**src/rtl/rv_ctrl_pkg.sv**
```systemverilog
// Shared encodings for the RV32I decode-stage controller: opcodes, immediate
// formats, write-back selects, FSM states and the control word layout.
package rv_ctrl_pkg;

    localparam logic [6:0] OP_R      = 7'b0110011;
    localparam logic [6:0] OP_I_ALU  = 7'b0010011;
    localparam logic [6:0] OP_LOAD   = 7'b0000011;
    localparam logic [6:0] OP_STORE  = 7'b0100011;
    localparam logic [6:0] OP_BRANCH = 7'b1100011;
    localparam logic [6:0] OP_LUI    = 7'b0110111;
    localparam logic [6:0] OP_AUIPC  = 7'b0010111;
    localparam logic [6:0] OP_JAL    = 7'b1101111;
    localparam logic [6:0] OP_JALR   = 7'b1100111;
    localparam logic [6:0] OP_SYSTEM = 7'b1110011;

    localparam logic [2:0] IMM_I = 3'b000;
    localparam logic [2:0] IMM_S = 3'b001;
    localparam logic [2:0] IMM_B = 3'b010;
    localparam logic [2:0] IMM_U = 3'b011;
    localparam logic [2:0] IMM_J = 3'b100;

    localparam logic [1:0] WB_MEM = 2'b00;
    localparam logic [1:0] WB_ALU = 2'b01;
    localparam logic [1:0] WB_PC4 = 2'b10;
    localparam logic [1:0] WB_IMM = 2'b11;

    typedef enum logic {
        ST_RUN  = 1'b0,
        ST_HALT = 1'b1
    } state_t;

    typedef struct packed {
        logic       reg_wen;
        logic       mem_read;
        logic       mem_rw;
        logic       a_sel;
        logic       b_sel;
        logic       branch;
        logic       jump;
        logic [1:0] wb_sel;
    } ctrl_t;

    localparam ctrl_t CTRL_NOP = '0;

endpackage

```
**src/rtl/id_decoder.sv**
```systemverilog
// Combinational opcode decoder: control word, immediate format, register-use
// flags and halt request for the instruction in IF/ID.
module id_decoder
    import rv_ctrl_pkg::*;
(
    input  logic [6:0] i_opcode,
    input  logic [1:0] i_funct3_lo,
    output ctrl_t      o_ctrl,
    output logic [2:0] o_imm_sel,
    output logic       o_funct7,
    output logic       o_use_rs1,
    output logic       o_use_rs2,
    output logic       o_halt_req
);

    always_comb begin
        o_ctrl     = CTRL_NOP;
        o_imm_sel  = IMM_I;
        o_funct7   = 1'b0;
        o_use_rs1  = 1'b0;
        o_use_rs2  = 1'b0;
        o_halt_req = 1'b0;
        case (i_opcode)
            OP_R: begin
                o_ctrl.reg_wen = 1'b1;
                o_ctrl.wb_sel  = WB_ALU;
                o_use_rs1      = 1'b1;
                o_use_rs2      = 1'b1;
            end
            OP_I_ALU: begin
                o_ctrl.reg_wen = 1'b1;
                o_ctrl.b_sel   = 1'b1;
                o_ctrl.wb_sel  = WB_ALU;
                o_use_rs1      = 1'b1;
                // Shift-immediates carry funct7 in imm[11:5]
                o_funct7       = (i_funct3_lo == 2'b01);
            end
            OP_LOAD: begin
                o_ctrl.reg_wen  = 1'b1;
                o_ctrl.mem_read = 1'b1;
                o_ctrl.b_sel    = 1'b1;
                o_ctrl.wb_sel   = WB_MEM;
                o_use_rs1       = 1'b1;
            end
            OP_STORE: begin
                o_imm_sel     = IMM_S;
                o_ctrl.mem_rw = 1'b1;
                o_ctrl.b_sel  = 1'b1;
                o_use_rs1     = 1'b1;
                o_use_rs2     = 1'b1;
            end
            OP_BRANCH: begin
                o_imm_sel     = IMM_B;
                o_ctrl.branch = 1'b1;
                o_ctrl.a_sel  = 1'b1;
                o_ctrl.b_sel  = 1'b1;
                o_use_rs1     = 1'b1;
                o_use_rs2     = 1'b1;
            end
            OP_LUI: begin
                o_imm_sel      = IMM_U;
                o_ctrl.reg_wen = 1'b1;
                o_ctrl.wb_sel  = WB_IMM;
            end
            OP_AUIPC: begin
                o_imm_sel      = IMM_U;
                o_ctrl.reg_wen = 1'b1;
                o_ctrl.a_sel   = 1'b1;
                o_ctrl.b_sel   = 1'b1;
                o_ctrl.wb_sel  = WB_ALU;
            end
            OP_JAL: begin
                o_imm_sel      = IMM_J;
                o_ctrl.reg_wen = 1'b1;
                o_ctrl.jump    = 1'b1;
                o_ctrl.a_sel   = 1'b1;
                o_ctrl.b_sel   = 1'b1;
                o_ctrl.wb_sel  = WB_PC4;
            end
            OP_JALR: begin
                o_ctrl.reg_wen = 1'b1;
                o_ctrl.jump    = 1'b1;
                o_ctrl.b_sel   = 1'b1;
                o_ctrl.wb_sel  = WB_PC4;
                o_use_rs1      = 1'b1;
            end
            default: o_halt_req = 1'b1;
        endcase
    end

endmodule

```
**src/rtl/id_ctrl_unit.sv**
```systemverilog
// Decode-stage controller: drives immediate select, registers the ID/EX control
// word, and sequences load-use stalls, flushes and the HALT state.
module id_ctrl_unit
    import rv_ctrl_pkg::*;
#(
    parameter int WIDTH = 32
) (
    input  logic             i_clk,
    input  logic             i_rst,
    input  logic [WIDTH-1:0] i_instr,
    input  logic             i_id_valid,
    input  logic             i_flush,
    input  logic             i_resume,
    output logic [2:0]       o_ImmSel,
    output logic             o_Funct7,
    output logic             o_stall,
    output logic             o_halt,
    output logic             o_ex_valid,
    output logic             o_ex_RegWEn,
    output logic             o_ex_MemRead,
    output logic             o_ex_MemRW,
    output logic             o_ex_ASel,
    output logic             o_ex_BSel,
    output logic             o_ex_Branch,
    output logic             o_ex_Jump,
    output logic [1:0]       o_ex_WBSel,
    output logic [4:0]       o_ex_rd
);

    state_t     r_state;
    ctrl_t      r_ex_ctrl;
    logic       r_ex_valid;
    logic [4:0] r_ex_rd;

    ctrl_t      w_ctrl;
    logic       w_use_rs1;
    logic       w_use_rs2;
    logic       w_halt_req;
    logic       w_halt_enter;
    logic       w_load_use;
    logic       w_bubble;
    logic [4:0] w_rs1;
    logic [4:0] w_rs2;
    logic       w_unused;

    assign w_rs1    = i_instr[19:15];
    assign w_rs2    = i_instr[24:20];
    assign w_unused = ^{i_instr[WIDTH-1:25], i_instr[14]};

    id_decoder u_dec (
        .i_opcode    (i_instr[6:0]),
        .i_funct3_lo (i_instr[13:12]),
        .o_ctrl      (w_ctrl),
        .o_imm_sel   (o_ImmSel),
        .o_funct7    (o_Funct7),
        .o_use_rs1   (w_use_rs1),
        .o_use_rs2   (w_use_rs2),
        .o_halt_req  (w_halt_req)
    );

    // Bubbles zero r_ex_rd, so only a real load can raise the hazard
    assign w_load_use = i_id_valid && r_ex_valid && r_ex_ctrl.mem_read &&
                        (r_ex_rd != 5'd0) &&
                        ((w_use_rs1 && (r_ex_rd == w_rs1)) ||
                         (w_use_rs2 && (r_ex_rd == w_rs2)));

    assign w_halt_enter = (r_state == ST_RUN) && i_id_valid && w_halt_req && !i_flush;
    assign o_stall      = !i_flush && ((r_state == ST_HALT) || w_halt_enter || w_load_use);
    assign w_bubble     = i_flush || (r_state == ST_HALT) || w_halt_enter || w_load_use;

    always_ff @(posedge i_clk) begin
        if (i_rst) begin
            r_state    <= ST_RUN;
            r_ex_valid <= 1'b0;
            r_ex_ctrl  <= CTRL_NOP;
            r_ex_rd    <= 5'd0;
        end else begin
            if (!i_flush) begin
                if (w_halt_enter)
                    r_state <= ST_HALT;
                else if ((r_state == ST_HALT) && i_resume)
                    r_state <= ST_RUN;
            end
            if (w_bubble) begin
                r_ex_valid <= 1'b0;
                r_ex_ctrl  <= CTRL_NOP;
                r_ex_rd    <= 5'd0;
            end else begin
                r_ex_valid <= i_id_valid;
                r_ex_ctrl  <= w_ctrl;
                r_ex_rd    <= i_instr[11:7];
            end
        end
    end

    assign o_halt       = (r_state == ST_HALT);
    assign o_ex_valid   = r_ex_valid;
    assign o_ex_RegWEn  = r_ex_ctrl.reg_wen;
    assign o_ex_MemRead = r_ex_ctrl.mem_read;
    assign o_ex_MemRW   = r_ex_ctrl.mem_rw;
    assign o_ex_ASel    = r_ex_ctrl.a_sel;
    assign o_ex_BSel    = r_ex_ctrl.b_sel;
    assign o_ex_Branch  = r_ex_ctrl.branch;
    assign o_ex_Jump    = r_ex_ctrl.jump;
    assign o_ex_WBSel   = r_ex_ctrl.wb_sel;
    assign o_ex_rd      = r_ex_rd;

endmodule

```
**config.mk**
```make
export PLATFORM = sky130hd
export DESIGN_NAME = id_ctrl_unit
export DESIGN_NICKNAME = d
export VERILOG_FILES = /design/src/rtl/rv_ctrl_pkg.sv /design/src/rtl/id_decoder.sv /design/src/rtl/id_ctrl_unit.sv
export SDC_FILE = /design/constraint.sdc
export NUM_CORES = 1
export LEC_CHECK = 0
export BUFFER_PORTS_ARGS = -buffer_cell sky130_fd_sc_hd__buf_2
export CORE_MARGIN = 4
export CORE_UTILIZATION = 45
export DETAILED_ROUTE_END_ITERATION = 7
export PLACE_DENSITY = 0.84
export SYNTH_ARGS = -nofsm -noshare
export SYNTH_HDL_FRONTEND = slang
export SYNTH_SLANG_ARGS = --single-unit
```
**constraint.sdc**
```tcl
create_clock -name i_clk -period 4.4 [get_ports i_clk]
set_input_delay 0.66 -clock i_clk [delete_from_list [all_inputs] [get_ports i_clk]]
set_output_delay 0.66 -clock i_clk [all_outputs]
set_load 0.01 [all_outputs]
```
==> metrics.cfg <==
[yosys]
ys_seq_area_share_pct = 31.2
synth_largest_area_cell = dfxtp_1
synth_most_common_cell = dfxtp_1
ys_warn_count = 0
syn-num-nets = 158
synth_commonest_cells = dfxtp_1 (16), a211oi_1 (11), xnor2_1 (11), a21oi_1 (7), nor2_1 (7)
avgSynthCellArea_um2 = 8.48
synthesis.area_mm2 = 0.00103
async_flop_share_pct = 0
synth_cell_types = 39
ys_seq_elements = 16
ys.flop_type = dfxtp_1
yosysTopAreaCellShare_pct = 31.2
synth_cells = 121
synthTopCellsByArea = dfxtp_1 (31%), xnor2_1 (9.4%), a211oi_1 (8.0%)
synth_enable_flop_cells = 0

[placement]
dpl.hpwl_mm = 2.17
placedCellCount = 191
port_buffers = 49
gp_congestion = 0.854
dpl_cell_area_mm2 = 0.00127

[sta]
finalSetupViolCount = 0
skew_ns = 0.0117
post-route-period-util_pct = 68.9
tns_ns = 0
hold_viol = 0
finalCriticalPeriod_ns = 3.03
tightest_slew_ns = 0.972
rsz0062_at_grt = false
drv_slew = 0
fmax_mhz = 330
relSlewSlack_pct = 35.2

[die]
rows = 17
die_x_um = 55.8
io_pins = 58
die_h_um = 55.8
coreArea_mm2 = 0.00219
dieArea_mm2 = 0.00311
start_util_pct = 46.8

[clock_tree]
numCtsBuffers = 3
cts_root_buffer = clkbuf_4
cts_tree = done
cts.sinks = 16
hold_buffers = 0
clk_latency_ns = 0.29
ctsResizeCount = 0
cts.clk_slew.worst_paths_ns = 0.08
h-tree-depth = 1
cts_buffer_depth = 2
cts_setup_buffers = 0

[setup_path]
endpoint_kind = output port
crit_required_ns = 3.74
cp.arrival_ns = 2.37
crit-reg2reg-launch = o_ex_rd[2]
worstSetupStartpointType = input port
worstPathMaxFanout = 14
worstSetupPathType = in2out
startpoint = i_instr[2]
rrSetupSlack_ns = 2.56

[outcome]
status = completed

[min_path]
hp-class = reg2reg
hold_start = o_halt

[layout]
final_area_mm2 = 0.00129
fin_util_pct = 58.8
syn_to_final_growth_pct = 25.6
layout-drive-gt1-share_pct = 36.7
nets = 205
finalNonFillerCells = 194
diodes = 0
fillerInstances = 209

[global_route]
grt_max_degree = 16
globalRouteTotalUtil_pct = 18.3
grt_antenna_before_repair = 0
grt_overflow = 0
grt_pass1_wl_mm = 4.64
grt_pass1_vias = 1067

[drt]
wl_mm = 2.79
avgRoutedWirePerCell_um = 14.4
via_count = 1103
vias_per_cell = 5.69
drt_iter0_markers = 25
dr.pass1.iters = 4
drc = 0
drtAntennaViolNets = 0

[pwr]
peakVddDrop_mv = 0.180
p_leak_nw = 0.523
p_per_area_mw_per_mm2 = 227

[run]
maxCapViolations = 0

==> per-stage QoR <==
stage	setup slack, ns	total power [mW]	hold slack [ns]
floorplan	1.98	0.194	0.533
global placement	1.43	0.218	0.520
detailed placement	1.43	0.220	0.526
CTS	1.41	0.294	0.540
global route	1.19	0.307	0.605
finish	1.37	0.292	0.542
==> cell usage in the layout, fill, tap and decap left out <==
master,n
a2111oi_0,1
a2111oi_2,2
a211oi_1,11
a21boi_0,1
a21oi_1,7
a311oi_1,1
a31oi_1,2
and2_0,1
and2_1,1
and3b_1,2
and4bb_2,1
buf_2,49
clkbuf_4,3
dfxtp_1,16
inv_1,3
mux2_2,1
nand2_1,5
nand2b_1,4
nand3_1,3
nand3b_1,6
nand4_1,3
nand4b_1,1
nor2_1,7
nor2_2,2
nor3_1,2
nor4_1,1
nor4b_1,1
o211ai_1,2
o21ai_0,3
o22a_1,1
o22ai_1,2
o2bb2ai_1,1
or2_2,2
or3_1,4
or3_4,1
or4_1,2
xnor2_1,11
==> critical path, stage by stage <==
cell	delay (ns)
buf_2	0.18
and4bb_2	0.35
nand3_1	0.09
o22ai_1	0.75
o2bb2ai_1	0.19
buf_2	0.14
==> registers in the layout, indices dropped and copies added (netlist names) <==
| signal | cells |
|---|---|
| o_ex_rd | 5 |
| o_ex_WBSel | 2 |
| o_ex_ASel | 1 |
| o_ex_BSel | 1 |
| o_ex_Branch | 1 |
| o_ex_Jump | 1 |
| o_ex_MemRW | 1 |
| o_ex_MemRead | 1 |
| o_ex_RegWEn | 1 |
| o_ex_valid | 1 |
| o_halt | 1 |
==> kinds of logic (layout without fill, tap and decap cells) <==
logic type / Yosys count / after routing / share of synthesized area (%)
XOR/XNOR: 11 / 11 / 9.39
AO/OA/AOI/OAI: 34 / 34 / 23.9
AND/OR/NAND/NOR: 49 / 49 / 29.4
multiplexers: 1 / 1 / 1.10
flip-flops: 16 / 16 / 31.2
buffers and inverters: 10 / 55 / 5.00
==> power breakdown <==
group	total, mW	internal, mW	switching (mW)
combinational	0.0654	0.0300	0.0354
sequential	0.152	0.148	0.00369
clock	0.0750	0.0318	0.0432
==> path summary, 6_finish.rpt <==
path / end / depth (start not counted)
min reg2reg: o_halt / 2
max reg2reg: o_ex_valid / 4
max: o_stall / 6
min: o_halt / 2
==> metal layers <==
layer	wire length, um	up-vias	GRT usage [%]
met4	37	0	8.33
met5	0	-	0
met3	201	5	4.64
li1	-	550	-
met2	1390	35	31.1
met1	1170	513	21.5
==> cell type report <==
cell class | count | area, um2 | share of cell area, %
clock buffer | 3 | 22.5 | 1.75
inverter | 3 | 11.3 | 0.874
multi-input combinational | 95 | 654 | 50.8
sequential | 16 | 320 | 24.9
tap | 28 | 35.0 | 2.72
timing repair buffer | 49 | 245 | 19.0
Power figures use the tool's default switching activity.
